==> src/rtl/ca_pkt_if.sv <==
// ca_pkt_if: command channel from the scheduler into the CA packet engine
// master: drives cmd_valid and the decoded command fields, samples cmd_ready
// slave:  samples cmd_valid and the fields, drives cmd_ready
interface ca_pkt_if #(
  parameter int BG_W  = 3,
  parameter int BA_W  = 2,
  parameter int ROW_W = 16,
  parameter int COL_W = 10
);
  logic             cmd_valid;
  logic             cmd_ready;
  logic [3:0]       cmd_op;
  logic             cmd_ap;
  logic [BG_W-1:0]  cmd_bg;
  logic [BA_W-1:0]  cmd_ba;
  logic [ROW_W-1:0] cmd_row;
  logic [COL_W-1:0] cmd_col;
  logic [7:0]       cmd_mra;
  logic [7:0]       cmd_mrd;
  modport master (
    output cmd_valid, cmd_op, cmd_ap, cmd_bg, cmd_ba, cmd_row, cmd_col, cmd_mra, cmd_mrd,
    input  cmd_ready
  );
  modport slave (
    input  cmd_valid, cmd_op, cmd_ap, cmd_bg, cmd_ba, cmd_row, cmd_col, cmd_mra, cmd_mrd,
    output cmd_ready
  );
endinterface

==> src/rtl/ca_pkt_engine.sv <==
// ca_pkt_engine: queues decoded commands and serialises them as DDR5 CA packets
// ports: clk/rst (async active-high), cmd (ca_pkt_if slave), ca/cs_n to the PHY,
// busy, fifo_level (occupancy) and err (one-cycle pulse on an illegal opcode)
module ca_pkt_engine #(
  parameter int CA_W       = 14,
  parameter int BG_W       = 3,
  parameter int BA_W       = 2,
  parameter int ROW_W      = 16,
  parameter int COL_W      = 10,
  parameter int FIFO_DEPTH = 4,
  parameter int CMD_GAP    = 0
) (
  input  logic                        clk,
  input  logic                        rst,
  ca_pkt_if.slave                     cmd,
  output logic [CA_W-1:0]             ca,
  output logic                        cs_n,
  output logic                        busy,
  output logic [$clog2(FIFO_DEPTH):0] fifo_level,
  output logic                        err
);
  localparam int AW = $clog2(FIFO_DEPTH);
  typedef enum logic [1:0] {IDLE, UI0, UI1, GAP} state_t;
  typedef struct packed {
    logic        ok;
    logic        two;
    logic [12:0] w0;
    logic [11:0] w1;
  } ent_t;
  state_t           state;
  ent_t             mem [FIFO_DEPTH];
  ent_t             enc, head;
  logic [AW-1:0]    wp, rp;
  logic [AW:0]      level;
  logic [11:0]      w1_q;
  logic             two_q, live, push, pop, done;
  logic [3:0]       cnt;
  logic [BG_W-1:0]  bg_i;
  logic [BA_W-1:0]  ba_i;
  logic [ROW_W-1:0] row_i;
  logic [COL_W-1:0] col_i;
  logic [2:0]       bg;
  logic [1:0]       ba;
  logic [15:0]      row;
  logic [9:0]       col;
  assign bg_i = cmd.cmd_bg;
  assign ba_i = cmd.cmd_ba;
  assign row_i = cmd.cmd_row;
  assign col_i = cmd.cmd_col;
  assign bg = 3'(bg_i);
  assign ba = 2'(ba_i);
  assign row = 16'(row_i);
  assign col = 10'(col_i);
  always_comb begin
    enc = '0;
    enc.ok = 1'b1;
    enc.two = 1'b1;
    case (cmd.cmd_op)
      4'd1: begin enc.w0 = {2'b0, bg, ba, row[3:0], 2'b00}; enc.w1 = row[15:4]; end
      4'd2: begin enc.w0 = {2'b0, bg, ba, 6'b011101}; enc.w1 = {1'b0, ~cmd.cmd_ap, 2'b0, col[9:2]}; end
      4'd3: begin enc.w0 = {2'b0, bg, ba, 6'b001101}; enc.w1 = {1'b0, ~cmd.cmd_ap, 2'b0, col[9:3], 1'b0}; end
      4'd4: begin enc.two = 1'b0; enc.w0 = {2'b0, bg, ba, 6'b011011}; end
      4'd5: begin enc.two = 1'b0; enc.w0 = 13'h00b; end
      4'd6: begin enc.two = 1'b0; enc.w0 = 13'h013; end
      4'd7: begin enc.w0 = {cmd.cmd_mra, 5'b00101}; enc.w1 = {4'b0, cmd.cmd_mrd}; end
      4'd8: enc.w0 = {cmd.cmd_mra, 5'b10101};
      default: enc.ok = 1'b0;
    endcase
  end
  assign head = mem[rp];
  assign done = (state == UI0 && !two_q) || state == UI1;
  assign pop = level != '0 && (state == IDLE || (done && CMD_GAP == 0) || (state == GAP && cnt == 4'd1));
  assign push = cmd.cmd_valid && cmd.cmd_ready;
  assign cmd.cmd_ready = live && level != (AW+1)'(FIFO_DEPTH);
  assign busy = state != IDLE || level != '0;
  assign fifo_level = level;
  always_ff @(posedge clk)
    if (push) mem[wp] <= enc;
  always_ff @(posedge clk or posedge rst)
    if (rst) begin
      wp <= '0;
      rp <= '0;
      level <= '0;
      live <= 1'b0;
    end else begin
      live <= 1'b1;
      wp <= push ? wp + AW'(1) : wp;
      rp <= pop ? rp + AW'(1) : rp;
      level <= level + (AW+1)'(push) - (AW+1)'(pop);
    end
  always_ff @(posedge clk or posedge rst)
    if (rst) begin
      state <= IDLE;
      ca <= '0;
      cs_n <= 1'b1;
      err <= 1'b0;
      w1_q <= '0;
      two_q <= 1'b0;
      cnt <= '0;
    end else begin
      err <= pop && !head.ok;
      if (pop && head.ok) begin
        state <= UI0;
        ca <= CA_W'(head.w0);
        cs_n <= 1'b0;
        w1_q <= head.w1;
        two_q <= head.two;
      end else if (state == UI0 && two_q) begin
        state <= UI1;
        ca <= CA_W'(w1_q);
        cs_n <= 1'b1;
      end else if (done && CMD_GAP != 0) begin
        state <= GAP;
        cnt <= 4'(CMD_GAP);
        ca <= '0;
        cs_n <= 1'b1;
      end else if (state == GAP && cnt != 4'd1) begin
        cnt <= cnt - 4'd1;
      end else begin
        state <= IDLE;
        ca <= '0;
        cs_n <= 1'b1;
      end
    end
endmodule
==> src/flat_wrapper.sv <==
// flat-port wrapper written by rule: the top's interface ports become plain ports
module ca_pkt_engine_flat 
#(
  parameter int CA_W       = 14,
  parameter int BG_W       = 3,
  parameter int BA_W       = 2,
  parameter int ROW_W      = 16,
  parameter int COL_W      = 10,
  parameter int FIFO_DEPTH = 4,
  parameter int CMD_GAP    = 0
)
  (clk, rst, ca, cs_n, busy, fifo_level, err, cmd_cmd_valid, cmd_cmd_op, cmd_cmd_ap, cmd_cmd_bg, cmd_cmd_ba, cmd_cmd_row, cmd_cmd_col, cmd_cmd_mra, cmd_cmd_mrd, cmd_cmd_ready);
  ca_pkt_if #(.BG_W(BG_W), .BA_W(BA_W), .ROW_W(ROW_W), .COL_W(COL_W)) cmd_i ();
  input  logic clk;
  input  logic rst;
  output logic [CA_W-1:0] ca;
  output logic cs_n;
  output logic busy;
  output logic [$clog2(FIFO_DEPTH):0] fifo_level;
  output logic err;
  input wire logic [$bits(cmd_i.cmd_valid)-1:0] cmd_cmd_valid;
  input wire logic [$bits(cmd_i.cmd_op)-1:0] cmd_cmd_op;
  input wire logic [$bits(cmd_i.cmd_ap)-1:0] cmd_cmd_ap;
  input wire logic [$bits(cmd_i.cmd_bg)-1:0] cmd_cmd_bg;
  input wire logic [$bits(cmd_i.cmd_ba)-1:0] cmd_cmd_ba;
  input wire logic [$bits(cmd_i.cmd_row)-1:0] cmd_cmd_row;
  input wire logic [$bits(cmd_i.cmd_col)-1:0] cmd_cmd_col;
  input wire logic [$bits(cmd_i.cmd_mra)-1:0] cmd_cmd_mra;
  input wire logic [$bits(cmd_i.cmd_mrd)-1:0] cmd_cmd_mrd;
  output wire logic [$bits(cmd_i.cmd_ready)-1:0] cmd_cmd_ready;
  assign cmd_i.cmd_valid = cmd_cmd_valid;
  assign cmd_i.cmd_op = cmd_cmd_op;
  assign cmd_i.cmd_ap = cmd_cmd_ap;
  assign cmd_i.cmd_bg = cmd_cmd_bg;
  assign cmd_i.cmd_ba = cmd_cmd_ba;
  assign cmd_i.cmd_row = cmd_cmd_row;
  assign cmd_i.cmd_col = cmd_cmd_col;
  assign cmd_i.cmd_mra = cmd_cmd_mra;
  assign cmd_i.cmd_mrd = cmd_cmd_mrd;
  assign cmd_cmd_ready = cmd_i.cmd_ready;
  ca_pkt_engine #(.CA_W(CA_W), .BG_W(BG_W), .BA_W(BA_W), .ROW_W(ROW_W), .COL_W(COL_W), .FIFO_DEPTH(FIFO_DEPTH), .CMD_GAP(CMD_GAP)) u_core (.clk(clk), .rst(rst), .cmd(cmd_i), .ca(ca), .cs_n(cs_n), .busy(busy), .fifo_level(fifo_level), .err(err));
endmodule
==> config.mk <==
export PLATFORM = sky130hd
export DESIGN_NAME = ca_pkt_engine_flat
export DESIGN_NICKNAME = d
export VERILOG_FILES = /design/src/rtl/ca_pkt_if.sv /design/src/rtl/ca_pkt_engine.sv /design/src/flat_wrapper.sv
export SDC_FILE = /design/constraint.sdc
export NUM_CORES = 1
export LEC_CHECK = 0
export ABC_CLOCK_PERIOD_IN_PS = 3900
export CORE_MARGIN = 8
export CORE_UTILIZATION = 30
export CTS_CLUSTER_SIZE = 14
export DETAILED_ROUTE_END_ITERATION = 12
export PLACE_DENSITY_LB_ADDON = 0.05
export REMOVE_ABC_BUFFERS = 1
export SETUP_SLACK_MARGIN = 0.5
export SLEW_MARGIN = 20
export SYNTH_ARGS = -nofsm -noshare
export SYNTH_HDL_FRONTEND = slang
export SYNTH_SLANG_ARGS = --single-unit
==> constraint.sdc <==
create_clock -name clk -period 3.9 [get_ports clk]
set_input_delay 0.78 -clock clk [delete_from_list [all_inputs] [get_ports clk]]
set_output_delay 0.78 -clock clk [all_outputs]
set_load 0.03 [all_outputs]
=== Yosys cells after proc, flatten, opt, wreduce, memory -nomap -nowiden ===
Memories as Yosys holds them, arrays and structs flattened.
Cells that the tools add are included.

* Register bits: 43
* RAM bits: 108
* Input port bits: 55
* Output and inout port bits: 21
* Memories kept: 1

{| class="wikitable"
|+ Memories
! memory !! depth !! width !! rd ports !! clocked after Yosys merged registers in !! wr ports !! line !! text
|-
| u_core.mem || 4 || 27 || 1 || 0 || 1 || ca_pkt_engine.sv:31 || <nowiki>ent_t mem [FIFO_DEPTH];</nowiki>
|}

* $add $sub $neg: 5
* Equal/unequal tests: 15
* Multiplexer cells: 15
* Bitwise operators: 3
* Reduce and logical (&&, ||, !) cells: 21

{| class="wikitable"
|+ Operator list
! cell !! number
|-
| $pmux 13 s8 || 1
|-
| $pmux 12 s4 || 1
|-
| $mux 14 || 3
|-
| $eq 4x3->1 const B || 4
|-
| $logic_and 1x1->1 || 9
|-
| $eq 4x1->1 const B || 2
|-
| $eq 4x2->1 const B || 2
|-
| $reduce_or 8->1 || 1
|-
| $mux 1 || 7
|-
| $mux 2 || 3
|-
| $add 2x1->2 const B || 2
|-
| $eq 2x2->1 const B || 2
|-
| $eq 4x4->1 const B || 1
|-
| $logic_or 1x1->1 || 4
|-
| $ne 4x1->1 const B || 1
|-
| $sub 4x1->4 const B || 1
|-
| $add 3x1->3 || 1
|-
| $ne 3x1->1 const B || 1
|-
| $ne 3x3->1 const B || 1
|-
| $not 1->1 || 3
|-
| $reduce_and 3->1 || 1
|-
| $reduce_bool 3->1 || 1
|-
| $reduce_or 3->1 || 1
|-
| $sub 3x1->3 || 1
|-
| 4 further kinds || 5
|}

=== Depth between registers and ports, before layout ===
Gate-level depths: netlist (run 1).

* Depth in word-level cells: 9
* Depth in mapped cells: 12
* Mapped depth without buffers: 12

=== Worst setup path before layout (run 1) ===
OpenSTA, ideal clock, no wires.

* Path kind: reg2reg
* From: reg u_core.level[1] (netlist: u_core.fifo_level[1])
* To: reg u_core.level[2] (netlist: u_core.fifo_level[2])
* Arrival time: 2.690 ns
* Setup slack: 1.076 ns
* Cell stages (with the launch flop): 9
* Path buffers: 0
* Cell sequence: dfrtp_1 -> nor2_1 -> a21boi_0 -> and2_0 -> ha_1 -> inv_1 -> fa_1 -> xnor2_1 -> xnor2_1

* Cells in the longest elaborated chain, start to end: 5

{| class="wikitable"
|+ RTL lines
! item !! line !! text
|-
| start: declaration || ca_pkt_engine.sv:34 || <nowiki>logic [AW:0] level;</nowiki>
|-
| start signal: assignment || ca_pkt_engine.sv:89 || <nowiki>level <= level + (AW+1)'(push) - (AW+1)'(pop);</nowiki>
|-
| $ne 3x3->1 || ca_pkt_engine.sv:74 || <nowiki>assign cmd.cmd_ready = live && level != (AW+1)'(FIFO_DEPTH);</nowiki>
|-
| $logic_and 1x1->1 || ca_pkt_engine.sv:74 ||
|-
| via cmd_cmd_ready || flat_wrapper.sv:30 || <nowiki>output wire logic [$bits(cmd_i.cmd_ready)-1:0] cmd_cmd_ready;</nowiki>
|-
| $logic_and 1x1->1 || ca_pkt_engine.sv:73 || <nowiki>assign push = cmd.cmd_valid && cmd.cmd_ready;</nowiki>
|-
| via u_core.push || ca_pkt_engine.sv:36 || <nowiki>logic two_q, live, push, pop, done;</nowiki>
|-
| $add 3x1->3 || ca_pkt_engine.sv:89 ||
|-
| $sub 3x1->3 || ca_pkt_engine.sv:89 ||
|}

The timed path passes the listed nets, and every way through them passes these cells.
A chain may end at the register's enable or synchronous reset.

=== Worst setup path in the final report (run 1) ===
* From: reg u_core.level[2] (netlist: u_core.fifo_level[2])
* To: out busy

* Cells in the longest elaborated chain, start to end: 2

{| class="wikitable"
|+ RTL lines
! item !! line !! text
|-
| $reduce_bool 3->1 || ca_pkt_engine.sv:75 || <nowiki>assign busy = state != IDLE || level != '0;</nowiki>
|-
| $logic_or 1x1->1 || ca_pkt_engine.sv:75 ||
|-
| end: declaration || flat_wrapper.sv:18 || <nowiki>output logic busy;</nowiki>
|}

Every way passes these cells.

==> out/metrics.yaml, run 1 <==
yosys:
  ys_types: 43
  ys_seq_area_frac: 0.688
  synthAdderAreaFrac: 0.0192
  synth-compound-area-share: 0.0718
  synth_xor_area_frac: 0.0126
  synth_area_sq_mm: 0.00624
  synth-seq-cells: 150
  synthCells: 385
  synth.area.mux_share: 0.127
  yosys_warnings: 0
  synth_top_family_by_area: "multiplexers"
  synthSimpleGateAreaFrac: 0.0471
  synth.avg_cell_area_sq_um: 16.2
timing:
  final-setup-viol-count: 0
  fin_skew_ns: 0.00734
  clock.fmax_mhz: 341
  slew_violations: 0
  whs_ns: 0.496
  setup-tns-final_ns: 0
  min_period_ns: 2.93
  period_share: 0.752
  setup_ws_ns: 0.968
  relSlewSlack: 0.472
  worstMarginPinSlew_ns: 0.787
  final_hold_viol_count: 0
  rsz0062_at_grt: "false"
clock_network:
  cts.sinks: 150
  cts_made_buffers: 17
  cts-root-buf: "clkbuf_16"
  cts_resized: 0
  cts_setup_buffers: 0
  cts_buffer_depth: 2
  clkLatencyLatePin_ns: 0.42
  cts.clk_slew.worst_paths_ns: 0.06
  cts_tree: "yes"
  cts_hold_buffers: 0
  htree_levels: 4
floorplan:
  design.die.area_sq_mm: 0.0257
  core_sq_mm: 0.0203
  floorplan.initialDensity: 0.307
  rows: 52
  io_pins: 76
  die_h_microns: 160
  die_w_microns: 160
critical_path:
  r2r_setup_slack_ns: 1.31
  worstPathArrival_ns: 2.15
  crit_required_ns: 3.12
  worstReg2RegStart: "u_core.cnt[0]$_DFFE_PP0P_"
  crit_path_start: "u_core.fifo_level[2]$_DFF_PP0_"
  worstPathMaxFanout: 4
  crit_path_end: "busy"
  reg2reg_to: "u_core.fifo_level[2]$_DFF_PP0_"
  startpoint_type: "flop"
  worst-r2r-cell-count: 11
  cp-end-kind: "primary output"
  crit_type: "flop to primary output"
pwr:
  combPwrFrac: 0.306
  p_per_area_mw_per_mm2: 726
  power.leakage_nw: 2.92
  share_seq_of_total_power: 0.391
  power.share.clock: 0.303
  peakVddDrop_mv: 0.333
  intPower_mw: 3.99
  switching_share: 0.306
  finalPower_mw: 5.75
  power_switching_mw: 1.76
layout:
  n_antenna_cell: 0
  fin_util: 0.390
  layout-drive-gt1-share: 0.187
  final_cells: 752
  area_growth_pct: 27.0
  nets: 533
  fin_area_sq_mm: 0.00793
routing:
  drt_iter0_drc: 170
  drt-wirelength-per-cell_microns: 19.7
  ant_nets: 0
  remaining_drc_errors: 0
  vias: 3525
  wirelength_mm: 14.8
  viasPerCell: 4.69
  firstDrtPassIters: 5
placed_design:
  dp_slack_ns: 1.00
  dp_cells: 720
  dpl_cell_area_sq_mm: 0.00729
  dp_hpwl_mm: 9.36
  port-buffer-count: 72
  place.gp.congestion: 0.756
grt:
  antenna_found_initial: 0
  grtUsageTotal: 0.118
  grt_pass1_wl_mm: 22.6
  grt_pass1_vias: 3713
  grt-ovfl-total: 0
  grt_max_degree: 43
min_path:
  hp-class: "flop to flop"
job:
  maxCapViolCount: 0
outcome:
  status: "finished, final reports clean"
[power groups by stage]
stage	logic [mW]	registers (mW)	clock network [mW]
finish	1.76	2.25	1.74
global route	1.94	2.29	1.85
CTS	1.83	2.26	1.78
detailed placement	1.82	2.28	0
global placement	1.80	2.28	0
floorplan	0.966	2.47	0
[synth_stat cells]
master | instances | area (sq um)
o31a_1 | 1 | 8.76
or2_2 | 1 | 6.26
and3b_1 | 1 | 8.76
o21ai_0 | 23 | 115
a21boi_0 | 1 | 7.51
nand2_1 | 27 | 101
and2_1 | 4 | 25.0
or3_1 | 2 | 12.5
nor2_1 | 6 | 22.5
nand2b_1 | 1 | 6.26
mux2i_1 | 2 | 20.0
nor3b_2 | 1 | 12.5
mux2_2 | 10 | 113
inv_1 | 27 | 101
a21o_1 | 2 | 15.0
buf_6 | 3 | 33.8
buf_4 | 1 | 7.51
and3_1 | 5 | 31.3
mux4_2 | 26 | 586
or2_1 | 1 | 6.26
dfstp_2 | 1 | 26.3
mux2_4 | 5 | 75.1
ha_1 | 8 | 100
conb_1 | 2 | 7.51
o21bai_1 | 2 | 15.0
clkbuf_1 | 11 | 41.3
dfrtp_1 | 41 | 1030
and2_0 | 1 | 6.26
a211oi_1 | 2 | 15.0
nand3_1 | 1 | 5.00
a22o_1 | 5 | 43.8
o21a_1 | 2 | 15.0
a22oi_1 | 26 | 195
xor2_1 | 2 | 17.5
nand3b_1 | 2 | 15.0
o211ai_1 | 1 | 7.51
buf_2 | 4 | 20.0
edfxtp_1 | 108 | 3240
fa_1 | 1 | 20.0
nor2b_1 | 4 | 25.0
a21oi_1 | 2 | 10.0
xnor2_1 | 7 | 61.3
nor3_1 | 2 | 10.0
[routing by layer]
metal | track usage | up-vias | part of all wire
met4 | 0.0344 | 0 | 0.0077
met1 | 0.158 | 1829 | 0.47
li1 | - | 1622 | -
met5 | 0 | - | 0
met2 | 0.180 | 67 | 0.47
met3 | 0.0380 | 7 | 0.050
[how the worst min path moves through the flow]
| stage | startpoint | to | slack, ns | cells past startpoint |
|---|---|---|---|---|
| after floorplan | u_core.cnt[3]$_DFFE_PP0P_ | u_core.cnt[3]$_DFFE_PP0P_ | 0.47 | 1 |
| after global placement | u_core.cnt[3]$_DFFE_PP0P_ | u_core.cnt[3]$_DFFE_PP0P_ | 0.48 | 1 |
| after detailed placement | u_core.cnt[3]$_DFFE_PP0P_ | u_core.cnt[3]$_DFFE_PP0P_ | 0.49 | 1 |
| after CTS | u_core.cnt[3]$_DFFE_PP0P_ | u_core.cnt[3]$_DFFE_PP0P_ | 0.50 | 1 |
| after global routing | u_core.w1_q[0]$_DFFE_PP0P_ | u_core.ca[0]$_DFFE_PP0P_ | 0.53 | 2 |
| final | u_core.cnt[3]$_DFFE_PP0P_ | u_core.cnt[3]$_DFFE_PP0P_ | 0.50 | 1 |
[cell usage in the layout, fill, tap and decap left out, drive strengths merged, types with 4 or more instances in the layout]
cell type / count
clkinv: 6
inv: 29
edfxtp: 108
clkdlybuf4s50: 72
xnor2: 7
a22o: 5
ha: 8
clkbuf: 18
nor2b: 4
mux2: 15
and3: 5
buf: 12
dfrtp: 41
bufinv: 4
nor2: 6
a22oi: 26
mux4: 26
nand2: 27
and2: 5
o21ai: 23
[cells by family (layout without fill, tap and decap cells)]
| group | count (synthesis) | count (layout) |
|---|---|---|
| AO/OA/AOI/OAI | 67 | 67 |
| XOR/XNOR | 9 | 9 |
| adder cells (fa/ha/maj) | 9 | 9 |
| buffers and inverters | 46 | 143 |
| flip-flops | 150 | 150 |
| multiplexers | 43 | 43 |
| other | 2 | 2 |
| AND/OR/NAND/NOR | 59 | 59 |
[registers in the layout (all words and copies together) (netlist names)]
signal and flops:
u_core.state 2, u_core.cnt 4, u_core.w1_q 12, u_core.mem 108
u_core.two_q 1, u_core.err 1, u_core.ca 13, u_core.fifo_level 3
u_core.live 1, u_core.rp 2, u_core.cs_n 1, u_core.wp 2
[final cells by class]
class	count	area [sq um]
repair buffers	84	811
inverters	27	103
well taps	270	338
clock buffers	18	429
multi-input cells	189	1750
fillers	1929	12400
flip-flops and latches	150	4300
clock inverters	14	201
[critical path, stage by stage, from the launching register on]
cell	delay, ns
dfrtp_1	0.41
or3_1	0.41
or3_1	0.32
clkdlybuf4s50_1	0.60
(Power assumes the default switching activity.)
==> inputs of run 2 (changes only) <==
--- a/config.mk
+++ b/config.mk
@@ -5,7 +5,7 @@
 export SDC_FILE = /design/constraint.sdc
 export NUM_CORES = 1
 export LEC_CHECK = 0
-export ABC_CLOCK_PERIOD_IN_PS = 3900
+export ABC_CLOCK_PERIOD_IN_PS = 2540
 export CORE_MARGIN = 8
 export CORE_UTILIZATION = 30
 export CTS_CLUSTER_SIZE = 14
==> constraint.sdc (replaced) <==
create_clock -name clk -period 2.54 [get_ports clk]
set_input_delay 0.508 -clock clk [delete_from_list [all_inputs] [get_ports clk]]
set_output_delay 0.508 -clock clk [all_outputs]
set_load 0.03 [all_outputs]
==> run 2 against run 1 <==
Against the previous run:
- clock skew hardly changed
- routed wire length is 5.6% higher
- die area stayed put
- highest routed layer unchanged
==> out/metrics.yaml, run 2 (synthesized netlist as in run 1, its figures left out) <==
floorplan:
  core_sq_mm: 0.0203  # unchanged
  floorplan.initialDensity: 0.307  # unchanged
  io_pins: 76  # unchanged
  rows: 52  # unchanged
  die_w_microns: 160  # unchanged
  design.die.area_sq_mm: 0.0257  # unchanged
  die_h_microns: 160  # unchanged
timing:
  final_hold_viol_count: 0  # unchanged
  period_share: 0.910
  setup-tns-final_ns: 0  # unchanged
  fin_skew_ns: 0.00705  # -0.000283 ns
  slew_violations: 0  # unchanged
  min_period_ns: 2.31
  final-setup-viol-count: 0  # unchanged
  clock.fmax_mhz: 432
  worstMarginPinSlew_ns: 0.824  # +0.0369 ns
  relSlewSlack: 0.448  # -0.0239
  rsz0062_at_grt: "true"
layout:
  fin_util: 0.416  # +0.0256
  layout_commonest_cell: "edfxtp_1"
  reg_top3: "u_core.mem (108), u_core.ca (13), u_core.w1_q (12)"
  layout-drive-gt1-share: 0.290  # +0.103
  n_antenna_cell: 0  # unchanged
  fin_area_sq_mm: 0.00845  # +6.6%
  nets: 572  # +7.3%
  area_growth_pct: 35.3
  largest_reg_flops: 108  # unchanged
  final_cell_mix: "108 x edfxtp_1, 62 x clkdlybuf4s50_1, 39 x dfrtp_1"
  top_register: "u_core.mem"
critical_path:
  reg2reg_to: "u_core.cnt[1]$_DFFE_PP0P_"
  cp_common_cell: "buf_6"
  worst-r2r-cell-count: 16  # +5
  crit_type: "flop to flop"
  critical_path.top_delay_family: "buffers and inverters"
  startpoint_type: "flop"
  worstPathArrival_ns: 2.60  # +0.45 ns
  crit_chain: "inv_2 > buf_4 > buf_6 > buf_4 > buf_4 > buf_4 > buf_6 > buf_6 > buf_4 > buf_4 > buf_6 > buf_6 > buf_6 > buf_6 > ha_4 > a21oi_2"
  worstPathMaxFanout: 2  # -2
  crit_required_ns: 2.83  # -0.29 ns
  max_stage_delay_ns: 0.38  # -0.22 ns
  cp_slowest_cell: "dfrtp_1"
  r2r_setup_slack_ns: 0.23  # -1.08 ns
  crit_buf_inv: 14  # +13
  worstReg2RegStart: "u_core.cnt[1]$_DFFE_PP0P_"
  cp-end-kind: "flop"
placed_design:
  dp_hpwl_mm: 9.55  # +2.1%
  dpl_cell_area_sq_mm: 0.00747  # +2.4%
  place.gp.congestion: 0.715  # -5.5%
  port-buffer-count: 72  # unchanged
routing:
  remaining_drc_errors: 0  # unchanged
  firstDrtPassIters: 4  # -1
  vias: 3671  # +4.1%
  drt_iter0_drc: 189  # +11%
  ant_nets: 0  # unchanged
  drt-wirelength-per-cell_microns: 19.8  # +0.37%
  viasPerCell: 4.64  # -0.99%
  wirelength_mm: 15.6  # +5.6%
grt:
  grt_max_degree: 43  # unchanged
  grt-ovfl-total: 0  # unchanged
  grt_pass1_wl_mm: 23.8  # +5.3%
  grtUsageTotal: 0.125  # +0.00740
  antenna_found_initial: 0  # unchanged
  grt_pass1_vias: 3966  # +6.8%
clock_network:
  cts.clk_slew.worst_paths_ns: 0.06  # about the same
  cts_buffer_depth: 2  # unchanged
  cts_made_buffers: 17  # unchanged
  cts_hold_buffers: 0  # unchanged
  cts-root-buf: "clkbuf_16"
  cts_tree: "yes"
  htree_levels: 4  # unchanged
  cts.sinks: 150  # unchanged
  clkLatencyLatePin_ns: 0.41  # about the same
pwr:
  peakVddDrop_mv: 0.468  # +40%
  p_per_area_mw_per_mm2: 1150  # +58%
  power.leakage_nw: 3.23  # +11%
min_path:
  hp-class: "flop to flop"
  whs_path_depth: 2  # +1
  whs_endpoint: "u_core.ca[1]$_DFFE_PP0P_"
  hp-start: "u_core.w1_q[1]$_DFFE_PP0P_"
job:
  maxCapViolCount: 0  # unchanged
outcome:
  status: "finished, final reports clean"
[run 2: what timing repair did]
action	CTS	global route
setup buffers	18	4
setup endpoints to repair	19	49
resized for setup	26	45
gates cloned	2	0
pin swaps	3	3
[run 2: worst max-delay path by stage]
stage                                   start  slack, ns                             end  cells after the start
6_report            u_core.cnt[1]$_DFFE_PP0P_       0.23       u_core.cnt[1]$_DFFE_PP0P_                     16
4_1_cts             u_core.cnt[1]$_DFFE_PP0P_       0.24  u_core.fifo_level[2]$_DFF_PP0_                     12
3_5_place_dp                    cmd_cmd_op[1]       0.12     u_core.mem[0][10]$_DFFE_PP_                      8
3_3_place_gp                    cmd_cmd_op[2]      -0.16      u_core.mem[0][1]$_DFFE_PP_                      5
2_1_floorplan  u_core.fifo_level[1]$_DFF_PP0_      -0.28  u_core.fifo_level[2]$_DFF_PP0_                      8
5_1_grt             u_core.cnt[1]$_DFFE_PP0P_       0.15  u_core.fifo_level[2]$_DFF_PP0_                     12
[run 2: per-layer routing]
layer,share of wire,GRT usage
met1,0.47,0.167
met2,0.47,0.194
met3,0.046,0.0357
met4,0.014,0.0387
met5,0,0
[run 2: cell type report]
type | instances | area, sq um
multi-input cells | 189 | 1830
repair buffers | 123 | 1260
clock inverters | 13 | 179
fillers | 1874 | 11900
inverters | 27 | 101
flip-flops and latches | 150 | 4300
well taps | 270 | 338
clock buffers | 19 | 443
[run 2: power breakdown]
group          total (mW)  switching, mW  internal (mW)
clock network        2.63          0.965           1.67
logic                3.60           1.68           1.92
registers            3.48          0.305           3.18
total                9.71           2.95           6.76
[run 2: worst register-to-register path: cells and delay by family, from the launching register on]
family	cells	cell delay, ns
adders and majority gates	1	0.25
buffers and inverters	14	1.51
AOI/OAI and AO/OA	1	0.04
DFF	1	0.38
[run 2: through the flow]
step                      worst slack (ns)  power (mW)  hold WS (ns)  instances
final                                0.228        9.71         0.500        791
after global routing                 0.147        10.3         0.520        791
after CTS                            0.243        9.62         0.508        787
after detailed placement             0.119        6.43         0.481        735
after global placement              -0.163        6.39         0.479        735
after floorplan                     -0.284        5.28         0.465        366
==> inputs of run 3 (changes only) <==
--- a/config.mk
+++ b/config.mk
@@ -6,7 +6,6 @@
 export NUM_CORES = 1
 export LEC_CHECK = 0
 export ABC_CLOCK_PERIOD_IN_PS = 2540
-export CORE_MARGIN = 8
 export CORE_UTILIZATION = 30
 export CTS_CLUSTER_SIZE = 14
 export DETAILED_ROUTE_END_ITERATION = 12
==> run 3 against run 2 <==
Against the previous run:
- sequential share of layout area decreased by 0.052 points
- first-iteration DRC count up 6.3%
- clock skew decreased by 0.0019 ns
- register-to-register slack improved by 0.06 ns
- total power shrank 1.4%
- core utilization about the same
- largest power group is now sequential cells
- combinational power shrank 4%
- critical path type unchanged
- clock-buffer cell count increased by 2
==> out/metrics.yaml, run 3 (synthesized netlist as in run 1, its figures left out) <==
placed_design:
  port-buffer-count: 72  # unchanged
  dpl_cell_area_sq_mm: 0.00750  # +0.44%
  dp_cells: 738  # +0.41%
  place.gp.congestion: 0.706  # -1.2%
  dp_slack_ns: 0.0681  # -0.0514 ns
  dp_hpwl_mm: 9.11  # -4.6%
layout:
  area_growth_pct: 35.4  # about the same
  fin_util: 0.416  # about the same
  largest_reg_flops: 108  # unchanged
  nets: 573  # +0.17%
  final_cells: 792  # +0.13%
  top_register: "u_core.mem"
  final_cell_mix: "108 x edfxtp_1, 64 x clkdlybuf4s50_1, 40 x dfrtp_1"
  reg_top3: "u_core.mem (108), u_core.ca (13), u_core.w1_q (12)"
  fin_area_sq_mm: 0.00845  # about the same
  n_antenna_cell: 0  # unchanged
  layout-drive-gt1-share: 0.270  # -0.0197
  layout_commonest_cell: "edfxtp_1"
clock_network:
  clkLatencyLatePin_ns: 0.42  # about the same
  cts-root-buf: "clkbuf_16"
  cts.sinks: 150  # unchanged
  cts_made_buffers: 17  # unchanged
  cts_buffer_depth: 2  # unchanged
  cts.clk_slew.worst_paths_ns: 0.06  # about the same
  htree_levels: 4  # unchanged
  cts_tree: "yes"
routing:
  drt-wirelength-per-cell_microns: 18.4  # -7.1%
  firstDrtPassIters: 4  # unchanged
  ant_nets: 0  # unchanged
  vias: 3637  # -0.93%
  wirelength_mm: 14.6  # -7.0%
  remaining_drc_errors: 0  # unchanged
  drt_iter0_drc: 201  # +6.3%
  viasPerCell: 4.59  # -1.1%
timing:
  clock.fmax_mhz: 444  # +2.6%
  worstMarginPinSlew_ns: 0.823  # -0.000875 ns
  fin_skew_ns: 0.00514  # -0.00191 ns
  whs_ns: 0.441  # -0.0584 ns
  rsz0062_at_grt: "true"
  min_period_ns: 2.25  # -0.0577 ns
  relSlewSlack: 0.451  # +0.00307
  slew_violations: 0  # unchanged
  setup_ws_ns: 0.286  # +0.0577 ns
  setup-tns-final_ns: 0  # unchanged
  final_hold_viol_count: 0  # unchanged
  period_share: 0.888  # -0.0227
  final-setup-viol-count: 0  # unchanged
pwr:
  peakVddDrop_mv: 0.504  # +7.8%
  switching_share: 0.297  # -0.00729
  power_switching_mw: 2.84  # -3.7%
  intPower_mw: 6.74  # -0.32%
  p_per_area_mw_per_mm2: 1130  # -1.4%
  combPwrFrac: 0.360  # -0.011
  power.leakage_nw: 3.21  # -0.63%
  share_seq_of_total_power: 0.362  # +0.003
  power.share.clock: 0.278  # +0.007
  finalPower_mw: 9.58  # -1.4%
floorplan:
  rows: 52  # unchanged
  floorplan.initialDensity: 0.307  # unchanged
  core_sq_mm: 0.0203  # unchanged
  design.die.area_sq_mm: 0.0214  # -17%
  die_h_microns: 146  # -8.7%
  io_pins: 76  # unchanged
  die_w_microns: 146  # -8.7%
grt:
  grt-ovfl-total: 0  # unchanged
  met3_usage: 0.0338  # -0.00198
  antenna_found_initial: 0  # unchanged
  grt_util_met1: 0.193  # +0.0260
  grt_use_met2: 0.237  # +0.0428
  grt_pass1_vias: 3849  # -3.0%
  grt_busiest_layer: "met2"
  grt_pass1_wl_mm: 22.6  # -5.1%
  grt_max_degree: 43  # unchanged
  grtUsageTotal: 0.146  # +0.0211
critical_path:
  startpoint_type: "flop"
  worstPathMaxFanout: 2  # unchanged
  crit_type: "flop to flop"
  crit_required_ns: 2.84  # about the same
  worstPathArrival_ns: 2.56  # -0.04 ns
  cp-end-kind: "flop"
outcome:
  status: "finished, final reports clean"
job:
  maxCapViolCount: 0  # unchanged
min_path:
  hp-class: "primary input to async pin"
-- run 3: worst paths after layout --
check	start	end	slack (ns)	depth (start not counted)
setup / recovery	u_core.cnt[0]$_DFFE_PP0P_	u_core.fifo_level[2]$_DFF_PP0_	0.29	11
hold / removal	rst	u_core.ca[4]$_DFFE_PP0P_	0.44	3
setup reg to reg	u_core.cnt[0]$_DFFE_PP0P_	u_core.fifo_level[2]$_DFF_PP0_	0.29	11
hold reg to reg	u_core.ca[12]$_DFFE_PP0P_	u_core.ca[12]$_DFFE_PP0P_	0.49	2
max in group asynchronous	rst	u_core.cs_n$_DFFE_PP1P_	1.82	3
min in group clk	u_core.ca[12]$_DFFE_PP0P_	u_core.ca[12]$_DFFE_PP0P_	0.49	2
-- run 3: metal layers --
layer  wire length (microns)  vias up
met2                    7200       53
met5                       0        -
met1                    6700     1854
met3                     403       21
met4                     247        0
li1                        -     1709
-- run 3: worst max-delay path: stages (launching register included) --
cell and delay [ns]:
dfrtp_1 0.40, ha_2 0.19, nor3b_4 0.15, o211ai_1 0.22
inv_1 0.08, ha_1 0.27, inv_1 0.05, ha_1 0.13
inv_1 0.05, fa_2 0.35, xnor2_2 0.14, xnor2_1 0.12
-- run 3: power by group through the flow --
stage	Combinational, mW	Sequential (mW)	Clock, mW
global route	3.76	3.53	2.84
floorplan	1.48	3.80	0
global placement	2.88	3.51	0
CTS	3.30	3.48	2.74
finish	3.45	3.47	2.67
detailed placement	2.89	3.53	0
-- run 3: cell type report --
class	instances	area [sq um]
fill	1898	11800
multi-input combinational	189	1800
sequential	150	4300
timing repair buffer	124	1290
inverter	27	101
tap	270	338
clock buffer	21	460
clock inverter	11	173
-- run 3: repair_timing --
item                                    4_1_cts  5_1_grt
pin swaps                                     4        6
hold endpoints to repair                      0        0
gates resized for setup                      22       38
endpoints found under the setup margin       22       44
setup buffers                                16        5
gates cloned                                  1        0
hold buffers                                  0        0
